<file path="src/rtl/controle_escrita_registradores_if.sv">
// Interface for the write-back queue: producer request handshake,
// bank write port, pending-write lookup and queue status.
// master = execution side / environment, slave = the queue itself.
interface controle_escrita_registradores_if #(
    parameter int PROFUNDIDADE = 4,
    parameter int LARGURA_DADO = 32,
    parameter int LARGURA_END  = 5
);
    localparam int LARGURA_OCUP = $clog2(PROFUNDIDADE) + 1;

    // request handshake
    logic                    pedido_valido;
    logic                    pedido_pronto;
    logic [LARGURA_END-1:0]  pedido_endereco;
    logic [LARGURA_DADO-1:0] pedido_dado;

    // bank write port
    logic                    habilita_drenagem;
    logic                    uc_escrita;
    logic [LARGURA_END-1:0]  endereco_escrita;
    logic [LARGURA_DADO-1:0] dado_p_escrita;

    // pending-write lookup
    logic [LARGURA_END-1:0]  endereco_leitura_1;
    logic [LARGURA_END-1:0]  endereco_leitura_2;
    logic                    encaminha_1;
    logic                    encaminha_2;
    logic [LARGURA_DADO-1:0] dado_encaminhado_1;
    logic [LARGURA_DADO-1:0] dado_encaminhado_2;

    // status
    logic                    vazia;
    logic [LARGURA_OCUP-1:0] ocupacao;

    modport master (
        output pedido_valido, pedido_endereco, pedido_dado,
        output habilita_drenagem, endereco_leitura_1, endereco_leitura_2,
        input  pedido_pronto, uc_escrita, endereco_escrita, dado_p_escrita,
        input  encaminha_1, encaminha_2, dado_encaminhado_1, dado_encaminhado_2,
        input  vazia, ocupacao
    );

    modport slave (
        input  pedido_valido, pedido_endereco, pedido_dado,
        input  habilita_drenagem, endereco_leitura_1, endereco_leitura_2,
        output pedido_pronto, uc_escrita, endereco_escrita, dado_p_escrita,
        output encaminha_1, encaminha_2, dado_encaminhado_1, dado_encaminhado_2,
        output vazia, ocupacao
    );
endinterface

</file>
<file path="src/rtl/controle_escrita_registradores.sv">
// Write-back queue feeding the 32x32 register bank write port.
// Requests are buffered in a circular FIFO and drained one per cycle
// through a registered bank write port. Writes to register 0 complete
// the handshake but are discarded.
// Optional macro ENCAMINHAMENTO_EN builds the pending-write lookup used
// by the read side for bypass; without it the lookup outputs are 0.
module controle_escrita_registradores #(
    parameter int PROFUNDIDADE = 4,
    parameter int LARGURA_DADO = 32,
    parameter int LARGURA_END  = 5
) (
    input logic clock,
    input logic reset,
    controle_escrita_registradores_if.slave bus
);
    localparam int LARGURA_PTR  = (PROFUNDIDADE > 1) ? $clog2(PROFUNDIDADE) : 1;
    localparam int LARGURA_OCUP = $clog2(PROFUNDIDADE) + 1;

    // storage is not reset: ocupacao alone defines which slots are live
    logic [LARGURA_END-1:0]  mem_end  [PROFUNDIDADE];
    logic [LARGURA_DADO-1:0] mem_dado [PROFUNDIDADE];

    logic [LARGURA_PTR-1:0]  ptr_leitura;
    logic [LARGURA_PTR-1:0]  ptr_escrita;
    logic [LARGURA_OCUP-1:0] ocupacao_q;

    logic                    uc_q;
    logic [LARGURA_END-1:0]  end_q;
    logic [LARGURA_DADO-1:0] dado_q;

    logic cheia;
    logic vazia_i;
    logic aceita;
    logic grava;
    logic drena;

    // ready depends only on occupancy: a pop in the same cycle does not
    // make room for a push into a full queue
    assign cheia   = (ocupacao_q == LARGURA_OCUP'(PROFUNDIDADE));
    assign vazia_i = (ocupacao_q == '0);
    assign aceita  = bus.pedido_valido && !cheia;
    // register 0 is hard-wired; accept the request but store nothing
    assign grava   = aceita && (bus.pedido_endereco != '0);
    assign drena   = !vazia_i && bus.habilita_drenagem;

    // FIFO storage write at the tail
    always_ff @(posedge clock) begin
        if (grava) begin
            mem_end[ptr_escrita]  <= bus.pedido_endereco;
            mem_dado[ptr_escrita] <= bus.pedido_dado;
        end
    end

    // pointers and occupancy; pointers wrap naturally at power-of-two depth
    always_ff @(posedge clock or posedge reset) begin
        if (reset) begin
            ptr_leitura <= '0;
            ptr_escrita <= '0;
            ocupacao_q  <= '0;
        end else begin
            if (grava)
                ptr_escrita <= ptr_escrita + 1'b1;
            if (drena)
                ptr_leitura <= ptr_leitura + 1'b1;
            case ({grava, drena})
                2'b10:   ocupacao_q <= ocupacao_q + 1'b1;
                2'b01:   ocupacao_q <= ocupacao_q - 1'b1;
                default: ocupacao_q <= ocupacao_q;
            endcase
        end
    end

    // registered bank write port: one-cycle strobe, address/data hold
    always_ff @(posedge clock or posedge reset) begin
        if (reset) begin
            uc_q   <= 1'b0;
            end_q  <= '0;
            dado_q <= '0;
        end else if (drena) begin
            uc_q   <= 1'b1;
            end_q  <= mem_end[ptr_leitura];
            dado_q <= mem_dado[ptr_leitura];
        end else begin
            uc_q   <= 1'b0;
        end
    end

    assign bus.pedido_pronto    = !cheia;
    assign bus.vazia            = vazia_i;
    assign bus.ocupacao         = ocupacao_q;
    assign bus.uc_escrita       = uc_q;
    assign bus.endereco_escrita = end_q;
    assign bus.dado_p_escrita   = dado_q;

`ifdef ENCAMINHAMENTO_EN
    typedef struct packed {
        logic                    achou;
        logic [LARGURA_DADO-1:0] dado;
    } busca_t;

    // Scan from oldest to newest so the last hit is the youngest write.
    // The output register is older than every queued entry, so it seeds
    // the search.
    function automatic busca_t procura(input logic [LARGURA_END-1:0] alvo);
        busca_t                 r;
        logic [LARGURA_PTR-1:0] idx;
        r = '0;
        if (alvo != '0) begin
            if (uc_q && (end_q == alvo)) begin
                r.achou = 1'b1;
                r.dado  = dado_q;
            end
            for (int i = 0; i < PROFUNDIDADE; i++) begin
                idx = ptr_leitura + LARGURA_PTR'(i);
                if ((LARGURA_OCUP'(i) < ocupacao_q) && (mem_end[idx] == alvo)) begin
                    r.achou = 1'b1;
                    r.dado  = mem_dado[idx];
                end
            end
        end
        return r;
    endfunction

    busca_t busca_1;
    busca_t busca_2;

    // pending-write lookup for both read ports
    always_comb begin
        busca_1 = procura(bus.endereco_leitura_1);
        busca_2 = procura(bus.endereco_leitura_2);
    end

    assign bus.encaminha_1        = busca_1.achou;
    assign bus.dado_encaminhado_1 = busca_1.dado;
    assign bus.encaminha_2        = busca_2.achou;
    assign bus.dado_encaminhado_2 = busca_2.dado;
`else
    // no bypass: read side stalls on !vazia instead
    logic unused_leitura;
    assign unused_leitura = ^{bus.endereco_leitura_1, bus.endereco_leitura_2};

    assign bus.encaminha_1        = 1'b0;
    assign bus.dado_encaminhado_1 = '0;
    assign bus.encaminha_2        = 1'b0;
    assign bus.dado_encaminhado_2 = '0;
`endif

endmodule
</file>
<file path="src/flat_wrapper.sv">
// flat-port wrapper written by rule: the top's interface ports become plain ports
module controle_escrita_registradores_flat 
#(
    parameter int PROFUNDIDADE = 4,
    parameter int LARGURA_DADO = 32,
    parameter int LARGURA_END  = 5
)
  (clock, reset, bus_pedido_valido, bus_pedido_endereco, bus_pedido_dado, bus_habilita_drenagem, bus_endereco_leitura_1, bus_endereco_leitura_2, bus_pedido_pronto, bus_uc_escrita, bus_endereco_escrita, bus_dado_p_escrita, bus_encaminha_1, bus_encaminha_2, bus_dado_encaminhado_1, bus_dado_encaminhado_2, bus_vazia, bus_ocupacao);
  controle_escrita_registradores_if #(.PROFUNDIDADE(PROFUNDIDADE), .LARGURA_DADO(LARGURA_DADO), .LARGURA_END(LARGURA_END)) bus_i ();
  input logic clock;
  input logic reset;
  input wire logic [$bits(bus_i.pedido_valido)-1:0] bus_pedido_valido;
  input wire logic [$bits(bus_i.pedido_endereco)-1:0] bus_pedido_endereco;
  input wire logic [$bits(bus_i.pedido_dado)-1:0] bus_pedido_dado;
  input wire logic [$bits(bus_i.habilita_drenagem)-1:0] bus_habilita_drenagem;
  input wire logic [$bits(bus_i.endereco_leitura_1)-1:0] bus_endereco_leitura_1;
  input wire logic [$bits(bus_i.endereco_leitura_2)-1:0] bus_endereco_leitura_2;
  output wire logic [$bits(bus_i.pedido_pronto)-1:0] bus_pedido_pronto;
  output wire logic [$bits(bus_i.uc_escrita)-1:0] bus_uc_escrita;
  output wire logic [$bits(bus_i.endereco_escrita)-1:0] bus_endereco_escrita;
  output wire logic [$bits(bus_i.dado_p_escrita)-1:0] bus_dado_p_escrita;
  output wire logic [$bits(bus_i.encaminha_1)-1:0] bus_encaminha_1;
  output wire logic [$bits(bus_i.encaminha_2)-1:0] bus_encaminha_2;
  output wire logic [$bits(bus_i.dado_encaminhado_1)-1:0] bus_dado_encaminhado_1;
  output wire logic [$bits(bus_i.dado_encaminhado_2)-1:0] bus_dado_encaminhado_2;
  output wire logic [$bits(bus_i.vazia)-1:0] bus_vazia;
  output wire logic [$bits(bus_i.ocupacao)-1:0] bus_ocupacao;
  assign bus_i.pedido_valido = bus_pedido_valido;
  assign bus_i.pedido_endereco = bus_pedido_endereco;
  assign bus_i.pedido_dado = bus_pedido_dado;
  assign bus_i.habilita_drenagem = bus_habilita_drenagem;
  assign bus_i.endereco_leitura_1 = bus_endereco_leitura_1;
  assign bus_i.endereco_leitura_2 = bus_endereco_leitura_2;
  assign bus_pedido_pronto = bus_i.pedido_pronto;
  assign bus_uc_escrita = bus_i.uc_escrita;
  assign bus_endereco_escrita = bus_i.endereco_escrita;
  assign bus_dado_p_escrita = bus_i.dado_p_escrita;
  assign bus_encaminha_1 = bus_i.encaminha_1;
  assign bus_encaminha_2 = bus_i.encaminha_2;
  assign bus_dado_encaminhado_1 = bus_i.dado_encaminhado_1;
  assign bus_dado_encaminhado_2 = bus_i.dado_encaminhado_2;
  assign bus_vazia = bus_i.vazia;
  assign bus_ocupacao = bus_i.ocupacao;
  controle_escrita_registradores #(.PROFUNDIDADE(PROFUNDIDADE), .LARGURA_DADO(LARGURA_DADO), .LARGURA_END(LARGURA_END)) u_core (.clock(clock), .reset(reset), .bus(bus_i));
endmodule
</file>
<file path="config.mk">
export PLATFORM = sky130hd
export DESIGN_NAME = controle_escrita_registradores_flat
export DESIGN_NICKNAME = d
export VERILOG_FILES = /design/src/rtl/controle_escrita_registradores_if.sv /design/src/rtl/controle_escrita_registradores.sv /design/src/flat_wrapper.sv
export SDC_FILE = /design/constraint.sdc
export NUM_CORES = 1
export LEC_CHECK = 0
export ABC_CLOCK_PERIOD_IN_PS = 1900
export BUFFER_PORTS_ARGS = -buffer_cell sky130_fd_sc_hd__buf_2
export CAP_MARGIN = 5
export CORE_MARGIN = 2
export CORE_UTILIZATION = 35
export DETAILED_ROUTE_END_ITERATION = 12
export MAX_ROUTING_LAYER = met4
export SLEW_MARGIN = 25
export SYNTH_ARGS = -nofsm -noshare
export SYNTH_HDL_FRONTEND = slang
export SYNTH_SLANG_ARGS = --single-unit
</file>
<file path="constraint.sdc">
create_clock -name clock -period 1.9 [get_ports clock]
set_input_delay 0.19 -clock clock [delete_from_list [all_inputs] [get_ports clock]]
set_output_delay 0.19 -clock clock [all_outputs]
set_load 0.02 [all_outputs]
</file>
==> metrics.txt <==
count of final hold-check violations=0; multi-input combinational cell area=between 0.0015 and 0.002 mm2; number of levels in the clock H-tree=4; Routed Wire Length=~15000 um; global router's overall resource usage=13.4%; area overhead of the layout relative to synthesis=22.4%; sequential share of the synthesized area=roughly 73%; unrepaired setup endpoints after global routing=true; worst supply voltage drop on vdd=roughly 0.74 mV; number of global-route vias before repair=a little over 4000; number of instances in the synthesized netlist=457; antenna viol nets, final=0; Worst-Skew Late Latency=~0.43 ns; post-synth top area share=between 50% and 60%; static leakage=3.75 nW; half-perimeter wire length after placement=~9600 um; count of vias placed by the detailed router=between 3000 and 4000; post-detailed-route DRC marker count=0; clock tree from TritonCTS=done; most frequent cells in the layout=edfxtp_1 (148), nand2_1 (112), buf_2 (83); TritonCTS buffer count=17; initial drt markers=235; average wire per cell in the routed design=about 16 um; Max Fanout on Critical Path=2; Chip Height=152 um; areal power density over the cells=1510 mW/mm2; Fill cells=around 1900; dominant cells by area after synthesis=edfxtp_1 (58%), dfrtp_1 (15%), mux4_2 (11%); Congestion Overflow GR=0; maximum number of pins on one net before global-route repair=40; clk sinks=between 150 and 200; row count=54; worst reg2reg path startpoint=u_core.bus.ocupacao[1]$_DFFE_PP0P_; number of iterations in the first detailed-routing pass=4; peak clock frequency supported by timing=a little over 0.5 GHz; drt via density=roughly 4.4; non-filler cells, final=900; CP peak stage delay=~0.40 ns; reported max-cap violation count=0; Util after Layout=43.3%; first-pass GRT wire length=~23000 um; die footprint=between 0.02 and 0.025 mm2; outcome=complete, but fails checks; Setup violations, final=1; die width=around 150 um; final critical-path required period=around 2.0 ns; violations in the final reports=negative setup slack; Worst EP arrival=about 2.3 ns; Top delay family on crit path=simple AND/OR/NAND/NOR gates; dpl cells=834; fraction of layout cells with a size suffix above 1=32.7%; most common cell after layout, fill and taps aside=edfxtp_1; nature of the critical path startpoint=register; largest clock skew in the final design=between 0.01 and 0.015 ns; post-layout power=between 10 and 15 mW; worst setup path startpoint=u_core.bus.ocupacao[1]$_DFFE_PP0P_; count of warnings emitted by yosys=0; register clock-pin slew on the reported worst setup and hold paths=roughly 0.070 ns; core region area=roughly 0.022 mm2; Max Transition Viols Final=0; hold path startpoint=bus_pedido_endereco[1]; count of buffering cells on the critical path with inverters included=2; required time of the worst setup path=2.25 ns; post-CTS sizing=0; clk root buf=clkbuf_16; number of ports placed on the die boundary=160; Inserted Diodes=0; post-route cell area=0.00939 mm2; Initial Util=35.4%; Syn Area/Cell=roughly 17 um2; Final Wtd Congestion=between 0.7 and 0.8; largest area contributor in the synthesized netlist=edfxtp_1; number of distinct library cells after synthesis=22; area of the mapped netlist=roughly 0.0077 mm2; Hold WC Path Type=primary input to register; endpoint type of the worst setup path=register; synthesis-stage register bit count=193; Storage cell area=~0.0056 mm2; Setup Crit Path Kind=register to register; portion of the clock cycle consumed by the worst path in the final layout=104%; chain of cells forming the critical path=or3b_4 -> o211a_4 -> inv_2 -> ha_4 -> inv_2 -> fa_2 -> xor2_1 -> nor2_1 -> xor2_1; final critical-path setup slack=-0.0802 ns; worst slack at placement=-0.247 ns; initial antenna violation count=0; total of buffers placed on input and output ports=a little over 80; Clock Path Buffers=2; cell with the largest stage delay on the worst path=dfrtp_2; final net count=approximately 660; placed instance area=roughly 0.0085 mm2
[path summary, 6_finish.rpt]
kind	end	slack, ns	depth (start not counted)
min in group asynchronous	u_core.bus.dado_p_escrita[1]$_DFFE_PP0P_	0.30	3
min reg2reg	u_core.bus.endereco_escrita[1]$_DFFE_PP0P_	0.47	2
max	u_core.bus.ocupacao[2]$_DFFE_PP0P_	-0.08	9
max in group asynchronous	u_core.ptr_leitura[0]$_DFFE_PP0P_	0.99	4
max reg2reg	u_core.bus.ocupacao[2]$_DFFE_PP0P_	-0.08	9
min	u_core.mem_end[1][1]$_DFFE_PP_	0.02	1
[report_power, final]
group,internal (mW),switching (mW)
clock,1.82,1.57
combinational,2.03,2.53
sequential,5.73,0.468
[registers in the layout, indices dropped and copies added (netlist names)]
signal / flops
u_core.bus.dado_p_escrita: 32
u_core.bus.endereco_escrita: 5
u_core.bus.ocupacao: 3
u_core.bus.uc_escrita: 1
u_core.mem_dado: 128
u_core.mem_end: 20
u_core.ptr_escrita: 2
u_core.ptr_leitura: 2
[cell usage after synthesis]
library cell    n
o211a_4         1
nand2_1       112
mux4_2         37
dfrtp_1        45
nor3_1          1
mux2_4          1
clkbuf_1        5
conb_1          1
mux2i_1         1
xor2_1          2
edfxtp_1      148
inv_1           8
buf_2           9
fa_1            1
and2_2          4
or4_4           1
or3b_1          1
nor2_1          1
o31ai_1         1
ha_1            5
buf_4          68
xnor2_1         4
[worst register-to-register path: cells and delay by family (launching register included)]
kind | cells | cell delay, ns
AND/OR/NAND/NOR | 2 | 0.51
buffers and inverters | 2 | 0.10
adder cells (fa/ha/maj) | 2 | 0.45
XOR/XNOR | 2 | 0.29
flip-flops | 1 | 0.40
AO/OA/AOI/OAI | 1 | 0.15
[layer usage]
| layer | track usage, % | vias to the layer above | part of all wire (%) |
|---|---|---|---|
| met5 | - | - | 0 |
| met1 | 16.6 | 2012 | 44 |
| met2 | 21.9 | 151 | 50 |
| met3 | 3.02 | 18 | 4.4 |
| li1 | - | 1806 | - |
| met4 | 4.67 | 0 | 1.4 |
[cell type report]
| type | instances | share of cell area [%] |
|---|---|---|
| Clock inverter | 14 | 1.39 |
| Multi-Input combinational cell | 239 | 18.9 |
| Timing Repair Buffer | 148 | 11.7 |
| Sequential cell | 193 | 59.4 |
| Tap cell | 280 | 3.73 |
| Inverter | 8 | 0.320 |
| Clock buffer | 18 | 4.57 |
[cell families (layout without fill, tap and decap cells)]
group,Yosys count,after routing,synth area share [%]
AND/OR/NAND/NOR,120,120,6.24
other,1,66,0.0489
buffers and inverters,90,188,7.87
adder cells (fa/ha/maj),6,6,1.08
AO/OA/AOI/OAI,2,2,0.326
flip-flops,193,193,72.6
multiplexers,39,39,11.2
XOR/XNOR,6,6,0.685
[timing repair]
action,CTS,global route
hold endpoints to repair,144,0
endpoints found under the setup margin,1,2
hold buffers,33,0
buffers inserted,0,1
pin swaps,4,0
[stage by stage]
step	hold slack (ns)	setup TNS [ns]
2_1_floorplan	0.289	-0.349
5_1_grt	0.0287	-0.180
3_5_place_dp	0.218	-0.542
4_1_cts	0.0154	-0.0905
3_3_place_gp	0.211	-0.489
6_report	0.0248	-0.0802
(Power assumes the default switching activity.)
